`src/rtl/scan_chain_ctrl.sv`:
```
`default_nettype none
// ============================================================================
// scan_chain_ctrl : load / capture / unload sequencer for one scan chain with
//                   expected-response compare, sticky fail and pattern count.
// Optional MISR response signature enabled by macro SCAN_MISR_EN.
// Revision: 1.0
// ============================================================================
module scan_chain_ctrl #(
  parameter int                   CHAIN_LEN = 8,
  parameter int                   CNT_W     = 4,
  parameter logic [CHAIN_LEN-1:0] MISR_POLY = 8'hB8
) (
  input  logic                 clk,
  input  logic                 reset,
  input  logic                 start,
  input  logic                 pat_valid,
  output logic                 pat_ready,
  input  logic [CHAIN_LEN-1:0] pat_data,
  input  logic [CHAIN_LEN-1:0] exp_data,
  input  logic                 pat_last,
  output logic                 scan_se,
  output logic                 scan_si,
  input  logic                 scan_so,
  output logic                 busy,
  output logic                 done,
  output logic                 fail,
  output logic [7:0]           pat_count,
  output logic [CHAIN_LEN-1:0] resp_data,
  output logic [CHAIN_LEN-1:0] misr_sig
);

  localparam logic [2:0] S_IDLE    = 3'd0;
  localparam logic [2:0] S_WAIT    = 3'd1;
  localparam logic [2:0] S_SHIFT   = 3'd2;
  localparam logic [2:0] S_CAPTURE = 3'd3;
  localparam logic [2:0] S_UNLOAD  = 3'd4;
  localparam logic [2:0] S_CHECK   = 3'd5;

  localparam logic [CNT_W-1:0] c_CNT_LAST = CNT_W'(CHAIN_LEN - 1);
  localparam logic [CNT_W-1:0] c_CNT_ONE  = CNT_W'(1);

  logic [2:0]           r_state;
  logic [CHAIN_LEN-1:0] r_pat_sr;
  logic [CHAIN_LEN-1:0] r_resp_sr;
  logic [CHAIN_LEN-1:0] r_exp_cur;
  logic [CHAIN_LEN-1:0] r_exp_prev;
  logic                 r_have_prev;
  logic                 r_last;
  logic [CNT_W-1:0]     r_cnt;
  logic                 r_fail;
  logic                 r_done;
  logic [7:0]           r_pat_count;
  logic [CHAIN_LEN-1:0] r_resp_data;

  logic w_start;
  logic w_cmp;

  assign w_start = (r_state == S_IDLE) && start;
  // The response sitting in resp_sr belongs to the previous pattern, so a
  // compare happens at every capture except the first of a session.
  assign w_cmp   = ((r_state == S_CAPTURE) && r_have_prev) || (r_state == S_CHECK);

  always_ff @(posedge clk) begin
    if (reset) begin
      r_state     <= S_IDLE;
      r_pat_sr    <= '0;
      r_resp_sr   <= '0;
      r_exp_cur   <= '0;
      r_exp_prev  <= '0;
      r_have_prev <= 1'b0;
      r_last      <= 1'b0;
      r_cnt       <= '0;
      r_fail      <= 1'b0;
      r_done      <= 1'b0;
      r_pat_count <= 8'd0;
      r_resp_data <= '0;
    end else begin
      r_done <= 1'b0;
      if (w_cmp) begin
        r_resp_data <= r_resp_sr;
        r_fail      <= r_fail | (r_resp_sr != r_exp_prev);
      end
      case (r_state)
        S_IDLE: begin
          if (w_start) begin
            r_state     <= S_WAIT;
            r_fail      <= 1'b0;
            r_pat_count <= 8'd0;
            r_have_prev <= 1'b0;
          end
        end
        S_WAIT: begin
          if (pat_valid) begin
            r_pat_sr  <= pat_data;
            r_exp_cur <= exp_data;
            r_last    <= pat_last;
            r_cnt     <= '0;
            r_state   <= S_SHIFT;
          end
        end
        S_SHIFT: begin
          r_pat_sr  <= r_pat_sr << 1;
          r_resp_sr <= {r_resp_sr[CHAIN_LEN-2:0], scan_so};
          r_cnt     <= r_cnt + c_CNT_ONE;
          if (r_cnt == c_CNT_LAST) r_state <= S_CAPTURE;
        end
        S_CAPTURE: begin
          r_exp_prev  <= r_exp_cur;
          r_have_prev <= 1'b1;
          if (r_pat_count != 8'hFF) r_pat_count <= r_pat_count + 8'd1;
          r_cnt       <= '0;
          r_state     <= r_last ? S_UNLOAD : S_WAIT;
        end
        S_UNLOAD: begin
          r_resp_sr <= {r_resp_sr[CHAIN_LEN-2:0], scan_so};
          r_cnt     <= r_cnt + c_CNT_ONE;
          if (r_cnt == c_CNT_LAST) r_state <= S_CHECK;
        end
        S_CHECK: begin
          r_done  <= 1'b1;
          r_state <= S_IDLE;
        end
        default: r_state <= S_IDLE;
      endcase
    end
  end

`ifdef SCAN_MISR_EN
  logic [CHAIN_LEN-1:0] r_misr;

  always_ff @(posedge clk) begin
    if (reset) begin
      r_misr <= '0;
    end else if (w_start) begin
      r_misr <= '0;
    end else if (w_cmp) begin
      r_misr <= (r_misr >> 1) ^ (r_misr[0] ? MISR_POLY : '0) ^ r_resp_sr;
    end
  end

  assign misr_sig = r_misr;
`else
  logic w_unused_poly;
  assign w_unused_poly = ^MISR_POLY;
  assign misr_sig      = '0;
`endif

  assign pat_ready = (r_state == S_WAIT);
  assign scan_se   = (r_state == S_SHIFT) || (r_state == S_UNLOAD);
  assign scan_si   = (r_state == S_SHIFT) && r_pat_sr[CHAIN_LEN-1];
  assign busy      = (r_state != S_IDLE);
  assign done      = r_done;
  assign fail      = r_fail;
  assign pat_count = r_pat_count;
  assign resp_data = r_resp_data;

endmodule
`default_nettype wire

```
`config.mk`:
```
export PLATFORM = sky130hd
export DESIGN_NAME = scan_chain_ctrl
export DESIGN_NICKNAME = d
export VERILOG_FILES = /design/src/rtl/scan_chain_ctrl.sv
export SDC_FILE = /design/constraint.sdc
export NUM_CORES = 1
export LEC_CHECK = 0
export ABC_AREA = 1
export BUFFER_PORTS_ARGS = -buffer_cell sky130_fd_sc_hd__clkbuf_2
export CAP_MARGIN = 20
export CORE_MARGIN = 1
export CORE_UTILIZATION = 50
export DETAILED_ROUTE_END_ITERATION = 7
export PLACE_DENSITY_LB_ADDON = 0.05
export SLEW_MARGIN = 30
export SYNTH_ARGS = -nofsm -noshare
export SYNTH_HDL_FRONTEND = slang
export SYNTH_SLANG_ARGS = --single-unit
```
`constraint.sdc`:
```
create_clock -name clk -period 2 [get_ports clk]
set_clock_uncertainty 0.1 [all_clocks]
set_input_delay 0.3 -clock clk [delete_from_list [all_inputs] [get_ports clk]]
set_output_delay 0.3 -clock clk [all_outputs]
set_load 0.05 [all_outputs]
```
==> flow_metrics.tcl, run 1 <==
set metrics [dict create \
    hold_violations 0 \
    grt_pass1_vias 1967 \
    critPathSlowestCell "dfxtp_2" \
    report.final.setup_viol 0 \
    yosys.area_share.xor_xnor_pct 1.72 \
    max_stage_delay_ns 0.37 \
    crit_fanout 7 \
    cp-end-kind "output port" \
    pwr-share-comb_pct 20.0 \
    tritoncts "yes" \
    syn_inst 351 \
    numCtsBuffers 9 \
    max_freq_ghz 0.536 \
    fill_cells 485 \
    vias_per_cell 4.74 \
    antenna_found_initial 0 \
    std_cell_rows 25 \
    synth-simple-area-share_pct 27.8 \
    pre_cts_slack_ns 0.363 \
    cts_htree_levels 3 \
    critPathRequiredTime_ns 1.60 \
    wire_per_inst_um 10.6 \
    syn_area_per_cell_um2 7.26 \
    ir_drop_mv 0.643 \
    synth_fa_ha_area_share_pct 0.982 \
    dr.first_iter.drc_count 110 \
    synth_mux_area_share_pct 0 \
    arrival_ns 1.47 \
    io_pins 52 \
    synth.distinct_cells 26 \
    min_path_type "input pin to flop" \
    clock-sinks 59 \
    p_leak_nw 1.33 \
    ys_seq_area_share_pct 46.3 \
    status "completed" \
    routabilityCongestion 0.753 \
    post-route-drc-count 0 \
    synth_compound_area_share_pct 14.1 \
    syn2layout_area_growth_pct 16.7 \
    post-dp-hpwl_mm 3.62 \
    min_period_ns 1.87 \
    final_cell_mix "67 x nand2_1, 64 x nor2_1, 58 x dfxtp_1" \
    pwr-share-clk_pct 33.0 \
    maxCapViolCount 0 \
    drt-total-wl_mm 4.98 \
    period_share_pct 93.3 \
    num_vias 2234 \
    synth_top_family_by_area "simple AND/OR/NAND/NOR gates" \
    grt_use_total_pct 20.8 \
    die_h_um 73.4 \
    n_antenna_cell 0 \
    power.switching_w 0.000898 \
    cts.path.max_buffers 2 \
    tns_ns 0 \
    initial_utilization_pct 52.9 \
    p_sw_share_pct 31.4 \
    fin_ws_ns 0.135 \
    path_buf_inv 2 \
    clock-root-buffer "clkbuf_8" \
    cp_cell_sequence "inv_2 > nand3_1 > nand2_1 > clkbuf_2" \
    regToRegSetupSlack_ns 0.36 \
    pwr-share-seq_pct 46.9 \
    drt.antenna.violating_nets 0 \
    crit_type "flop to output port" \
    grt_setup_unrepaired "no" \
    yosys_register_bits 59 \
    portBuffers 43 \
    power.total_w 0.00286 \
    fp.dieW_um 73.4 \
    internal-power_w 0.00196 \
    drive_above_1_share_pct 20.3 \
    core_area_um2 4820 \
    synthesis.area_um2 2550 \
    ys_warn_count 0 \
    grt_start_max_net_pins 36 \
    layout_commonest_cell "nand2_1" \
    clk_pin_slew_ns 0.06 \
    grt_remaining_overflow 0 \
    die_area_um2 5390 \
    start_kind "flop" \
    critical-path-top-delay-family "buffers and inverters" \
    drv_slew 0 \
    powerDensity_nw_per_um2 961 \
    postCtsHoldBufs 0 \
    dr.pass1.iters 6 \
    fin_nets 423 \
    grt_pass1_wl_mm 8.53 \
    worstSkewPairLatency_ns 0.33 \
]
==> through the flow <==
step,cell area [um2],util [%],hold WS (ns),instances
after floorplan,2570,-,0.335,358
after global placement,2800,58.1,0.342,455
after detailed placement,2800,58.1,0.349,455
after CTS,2970,61.7,0.0834,471
after global routing,2970,61.7,0.0838,471
final,2970,61.7,0.0949,471
==> cell type report <==
cell class	instances	area, um2	share of cell area [%]
Multi-Input combinational cell	251	1170	39.2
Tap cell	67	83.8	2.82
Clock buffer	14	163	5.47
Timing Repair Buffer	49	260	8.75
Inverter	29	109	3.66
Clock inverter	2	10.0	0.337
Sequential cell	59	1180	39.8
==> state kept, by name, summed over array words and instances (netlist names) <==
register,cells
done,1
fail,1
pat_count,8
r_cnt,4
r_exp_cur,8
r_exp_prev,8
r_have_prev,1
r_last,1
r_pat_sr,8
r_resp_sr,8
r_state,3
resp_data,8
==> cells in the mapped netlist (all sizes together) <==
| library cell | instances | share of area [%] |
|---|---|---|
| a31oi | 7 | 1.7 |
| buf | 15 | 4.1 |
| a21oi | 27 | 5.3 |
| o21ai | 36 | 7.1 |
| nand4 | 2 | 0.49 |
| nand2 | 71 | 11 |
| inv | 29 | 4.3 |
| conb | 1 | 0.15 |
| dfxtp | 59 | 46 |
| xnor2 | 5 | 1.7 |
| nor3 | 3 | 1.0 |
| nand3 | 20 | 4.3 |
| clkbuf | 4 | 0.59 |
| ha | 2 | 0.98 |
| or2 | 4 | 0.98 |
| nor2 | 66 | 10 |
==> power by group through the flow <==
stage	registers, W	clock network (W)	logic, W
after floorplan	0.00137	0	0.000442
after global placement	0.00136	0	0.000571
after detailed placement	0.00136	0	0.000577
after CTS	0.00134	0.000977	0.000578
after global routing	0.00135	0.00103	0.000645
final	0.00134	0.000944	0.000573
==> worst min-delay path, stage by stage <==
cell and delay, ns:
clkbuf_2 0.07, nor2_1 0.03, nor2_1 0.08
==> per-layer routing <==
metal	up-vias	GRT usage, %	wire length [um]
li1	1208	-	-
met2	47	33.2	2200
met1	969	26.1	2510
met3	10	4.53	153
met4	0	11.3	113
met5	-	0	0
==> final timing paths <==
kind	start	endpoint	depth (start not counted)
setup / recovery	r_state[1]$_SDFFE_PP0P_	scan_se	4
hold reg to reg	fail$_SDFF_PP0_	fail$_SDFF_PP0_	2
setup reg to reg	pat_count[0]$_SDFFE_PP0P_	pat_count[1]$_SDFFE_PP0P_	9
hold / removal	exp_data[2]	r_exp_cur[2]$_SDFFE_PP0P_	3
==> kinds of logic (layout without fill, tap and decap cells) <==
logic type / after synthesis / after routing
AND/OR/NAND/NOR: 166 / 166
buffers and inverters: 48 / 94
adder cells (fa/ha/maj): 2 / 2
flip-flops: 59 / 59
XOR/XNOR: 5 / 5
AO/OA/AOI/OAI: 70 / 70
other: 1 / 8
==> repair_timing <==
action,CTS,global route
gates resized for setup,0,1
setup endpoints to repair,0,2
setup buffers,0,0
Power figures use the tool's default switching activity.
==> inputs of run 2 (changes only) <==
CELL_PAD_IN_SITES_DETAIL_PLACEMENT = 1   (was default)
CELL_PAD_IN_SITES_GLOBAL_PLACEMENT = 2   (was default)
CORE_UTILIZATION = 30   (was 50)
==> flow_metrics.tcl, run 2 (synthesized netlist as in run 1, its figures left out) <==
set metrics [dict create \
    num_vias 2305 \
    drt.antenna.violating_nets 0 \
    post-dp-hpwl_mm 4.58 \
    postCtsHoldBufs 0 \
    critPathRequiredTime_ns 1.60 \
    n_antenna_cell 0 \
    grt_start_max_net_pins 37 \
    die_area_um2 8870 \
    p_sw_share_pct 30.0 \
    period_share_pct 93.8 \
    cts_htree_levels 3 \
    cp_cell_sequence "inv_2 > nand3_1 > buf_4 > nor2_1 > clkbuf_2" \
    min_period_ns 1.88 \
    routabilityCongestion 0.711 \
    grt_pass1_wl_mm 10.5 \
    io_pins 52 \
    pwr-share-seq_pct 41.4 \
    die_h_um 94.2 \
    vias_per_cell 4.50 \
    cts_setup_buffers 0 \
    tns_ns 0 \
    drv_slew 0 \
    instances_no_fill 512 \
    std_cell_rows 33 \
    core_area_um2 8220 \
    regToRegStartpoint "pat_count[0]$_SDFFE_PP0P_" \
    grt_use_total_pct 15.3 \
    fp.dieW_um 94.2 \
    initial_utilization_pct 31.0 \
    cp-startpoint "r_state[2]$_SDFFE_PP0P_" \
    hold_violations 0 \
    fill_cells 1082 \
    min_path_type "input pin to flop" \
    critPathSlowestCell "dfxtp_1" \
    layout_commonest_cell "nand2_1" \
    reg2reg_depth 8 \
    antenna_found_initial 0 \
    portBuffers 43 \
    final_cell_mix "67 x nand2_1, 64 x nor2_1, 58 x dfxtp_1" \
    status "completed" \
    internal-power_w 0.00227 \
    pwr-share-clk_pct 40.4 \
    numCtsBuffers 9 \
    placed_cells 496 \
    dr.pass1.iters 4 \
    arrival_ns 1.48 \
    post-route-drc-count 0 \
    clk_pin_slew_ns 0.07 \
    drt-total-wl_mm 6.14 \
    ir_drop_mv 0.396 \
    drive_above_1_share_pct 21.6 \
    start_kind "flop" \
    holdPathStages 3 \
    max_stage_delay_ns 0.36 \
    cp-end-kind "output port" \
    clock-root-buffer "clkbuf_8" \
    syn2layout_area_growth_pct 22.1 \
    p_leak_nw 1.37 \
    cts.path.max_buffers 2 \
    clock-sinks 59 \
    powerDensity_nw_per_um2 1040 \
    dr.first_iter.drc_count 47 \
    wire_per_inst_um 12.0 \
    hold_start "exp_data[4]" \
    cts.repair.resized 1 \
    crit_fanout 10 \
    power.switching_w 0.000975 \
    report.final.setup_viol 0 \
    tritoncts "yes" \
    grt_remaining_overflow 0 \
    worstSkewPairLatency_ns 0.33 \
    maxCapViolCount 0 \
    crit_type "flop to output port" \
    grt_setup_unrepaired "no" \
    max_freq_ghz 0.533 \
    pwr-share-comb_pct 18.3 \
    fin_nets 426 \
    grt_pass1_vias 2243 \
    holdWs_ns 0.0930 \
]
run 2: area by class of cell:
| class | instances | area (um2) | area share [%] |
|---|---|---|---|
| clock buffer | 9 | 124 | 3.98 |
| clock inverter | 7 | 116 | 3.74 |
| inverter | 29 | 109 | 3.50 |
| multi-input combinational | 251 | 1170 | 37.5 |
| sequential | 59 | 1180 | 38.0 |
| tap | 105 | 131 | 4.22 |
| timing repair buffer | 52 | 283 | 9.09 |
run 2: worst paths after layout:
kind,to,slack [ns]
worst max-delay path,scan_si,0.12
worst min-delay path,r_exp_cur[4]$_SDFFE_PP0P_,0.09
worst max register to register,pat_count[0]$_SDFFE_PP0P_,0.37
worst min register to register,r_exp_prev[0]$_SDFFE_PP0N_,0.37
run 2: power by group through the flow:
stage	logic (W)	clock network (W)	registers, W
6_report	0.000593	0.00131	0.00134
4_1_cts	0.000603	0.00135	0.00134
2_1_floorplan	0.000442	0	0.00137
3_5_place_dp	0.000600	0	0.00137
5_1_grt	0.000671	0.00141	0.00136
3_3_place_gp	0.000597	0	0.00137
run 2: through the flow:
stage	cell area (um2)	util (%)	power, W	setup WS [ns]
2_1_floorplan	2570	-	0.00182	0.116
3_3_place_gp	2870	34.9	0.00196	0.410
3_5_place_dp	2870	34.9	0.00197	0.364
4_1_cts	3110	37.9	0.00330	0.101
5_1_grt	3110	37.9	0.00344	0.0366
6_report	3110	37.9	0.00325	0.124
run 2: worst max-delay path, delay by kind of cell, from the launching register on:
family	cells	cell delay, ns
buffers and inverters	3	0.57
flip-flops	1	0.36
AND/OR/NAND/NOR	2	0.21
run 2: routing by layer:
metal,part of all wire [%],track usage [%]
met2,44,23.9
met4,1.9,6.92
met5,0,0
met1,50,20.0
met3,3.2,3.40
==> inputs of run 3 (changes only) <==
CELL_PAD_IN_SITES_GLOBAL_PLACEMENT = 1   (was 2)
CORE_UTILIZATION = 38   (was 30)
==> flow_metrics.tcl, run 3 (synthesized netlist as in run 1, its figures left out) <==
set metrics [dict create \
    num_vias 2347 \
    pwr-share-comb_pct 19.0 \
    grt_start_max_net_pins 36 \
    start_kind "flop" \
    clk_pin_slew_ns 0.07 \
    dr.first_iter.drc_count 71 \
    layout_commonest_cell "nand2_1" \
    tns_ns 0 \
    antenna_found_initial 0 \
    reg2reg_depth 8 \
    routabilityCongestion 0.743 \
    maxCapViolCount 0 \
    p_sw_share_pct 31.3 \
    cp-end-kind "output port" \
    period_share_pct 92.6 \
    fin_nets 426 \
    violations "DRC" \
    drt-total-wl_mm 5.97 \
    status "finished, violations left" \
    post-route-drc-count 9 \
    worstSkewPairLatency_ns 0.33 \
    min_to "r_exp_cur[6]$_SDFFE_PP0P_" \
    pwr-share-seq_pct 42.9 \
    instances_no_fill 484 \
    report.final.setup_viol 0 \
    drt.antenna.violating_nets 0 \
    placed_cells 468 \
    min_path_type "input pin to flop" \
    cts_htree_levels 3 \
    p_leak_nw 1.36 \
    drv_slew 0 \
    internal-power_w 0.00215 \
    ir_drop_mv 0.502 \
    die_h_um 83.9 \
    crit_fanout 7 \
    cts.path.max_buffers 2 \
    std_cell_rows 29 \
    clock-sinks 59 \
    portBuffers 43 \
    min_period_ns 1.85 \
    n_antenna_cell 0 \
    max_freq_ghz 0.540 \
    grt_pass1_vias 2297 \
    holdPathStages 3 \
    grt_remaining_overflow 0 \
    r2r_end "pat_count[1]$_SDFFE_PP0P_" \
    clock-root-buffer "clkbuf_8" \
    fp.dieW_um 83.9 \
    critPathRequiredTime_ns 1.60 \
    core_area_um2 6420 \
    drive_above_1_share_pct 21.4 \
    hold_violations 0 \
    crit_type "flop to output port" \
    wire_per_inst_um 12.3 \
    numCtsBuffers 9 \
    final_cell_mix "67 x nand2_1, 64 x nor2_1, 58 x dfxtp_1" \
    die_area_um2 7040 \
    arrival_ns 1.45 \
    hold_start "exp_data[6]" \
    fill_cells 835 \
    holdWs_ns 0.0896 \
    tritoncts "yes" \
    power.switching_w 0.000978 \
    powerDensity_nw_per_um2 1030 \
    initial_utilization_pct 39.7 \
    grt_setup_unrepaired "no" \
    io_pins 52 \
    regToRegStartpoint "pat_count[0]$_SDFFE_PP0P_" \
    pwr-share-clk_pct 38.1 \
    dr.pass1.iters 6 \
    post-dp-hpwl_mm 4.43 \
    grt_pass1_wl_mm 10.4 \
    regToRegSetupSlack_ns 0.28 \
    syn2layout_area_growth_pct 19.8 \
    vias_per_cell 4.85 \
    grt_use_total_pct 18.6 \
    power.total_w 0.00313 \
]
## run 3: power by group through the flow
| stage | clock network, W | registers [W] | logic, W |
|---|---|---|---|
| final | 0.00119 | 0.00134 | 0.000595 |
| after global routing | 0.00128 | 0.00136 | 0.000668 |
| after CTS | 0.00122 | 0.00134 | 0.000603 |
| after detailed placement | 0 | 0.00137 | 0.000598 |
| after global placement | 0 | 0.00136 | 0.000587 |
| after floorplan | 0 | 0.00137 | 0.000442 |
## run 3: timing repair
item | CTS | global route
setup buffers | 0 | 0
hold buffers | 0 | 0
setup endpoints to repair | 0 | 2
gates resized for setup | 0 | 2
## run 3: metrics by stage
stage	area (um2)	setup WS, ns	util [%]
after floorplan	2570	0.116	-
after global placement	2840	0.420	44.1
after detailed placement	2840	0.303	44.1
after CTS	3050	0.0158	47.5
after global routing	3050	0.0431	47.5
final	3050	0.148	47.5
## run 3: worst max-delay path by stage
stage / end / from / slack (ns) / cells after the start
floorplan: pat_count[0]$_SDFFE_PP0P_ / pat_count[0]$_SDFFE_PP0P_ / 0.12 / 8
global placement: pat_count[0]$_SDFFE_PP0P_ / pat_count[0]$_SDFFE_PP0P_ / 0.42 / 8
detailed placement: pat_count[1]$_SDFFE_PP0P_ / pat_count[0]$_SDFFE_PP0P_ / 0.30 / 8
CTS: scan_se / r_state[1]$_SDFFE_PP0P_ / 0.02 / 3
global route: scan_se / r_state[2]$_SDFFE_PP0P_ / 0.04 / 3
finish: scan_se / r_state[1]$_SDFFE_PP0P_ / 0.15 / 4
## run 3: routing by layer
layer,track usage [%],share of wire [%],vias up
met5,0,0,-
met2,30.1,46,41
met4,7.52,0.99,0
met1,23.5,49,1083
met3,4.85,3.4,5
li1,-,-,1218
## run 3: worst max-delay path, stage by stage (launching register included)
cell and delay [ns]:
dfxtp_2 0.36, inv_2 0.09, nand3_1 0.11, nand2_1 0.25, buf_2 0.32
## run 3: cell type report
type	count	area, um2	area share, %
multi-input cells	251	1170	38.2
clock inverters	6	88.8	2.91
inverters	29	109	3.57
well taps	77	96.3	3.16
clock buffers	10	128	4.18
flip-flops and latches	59	1180	38.7
repair buffers	52	283	9.26
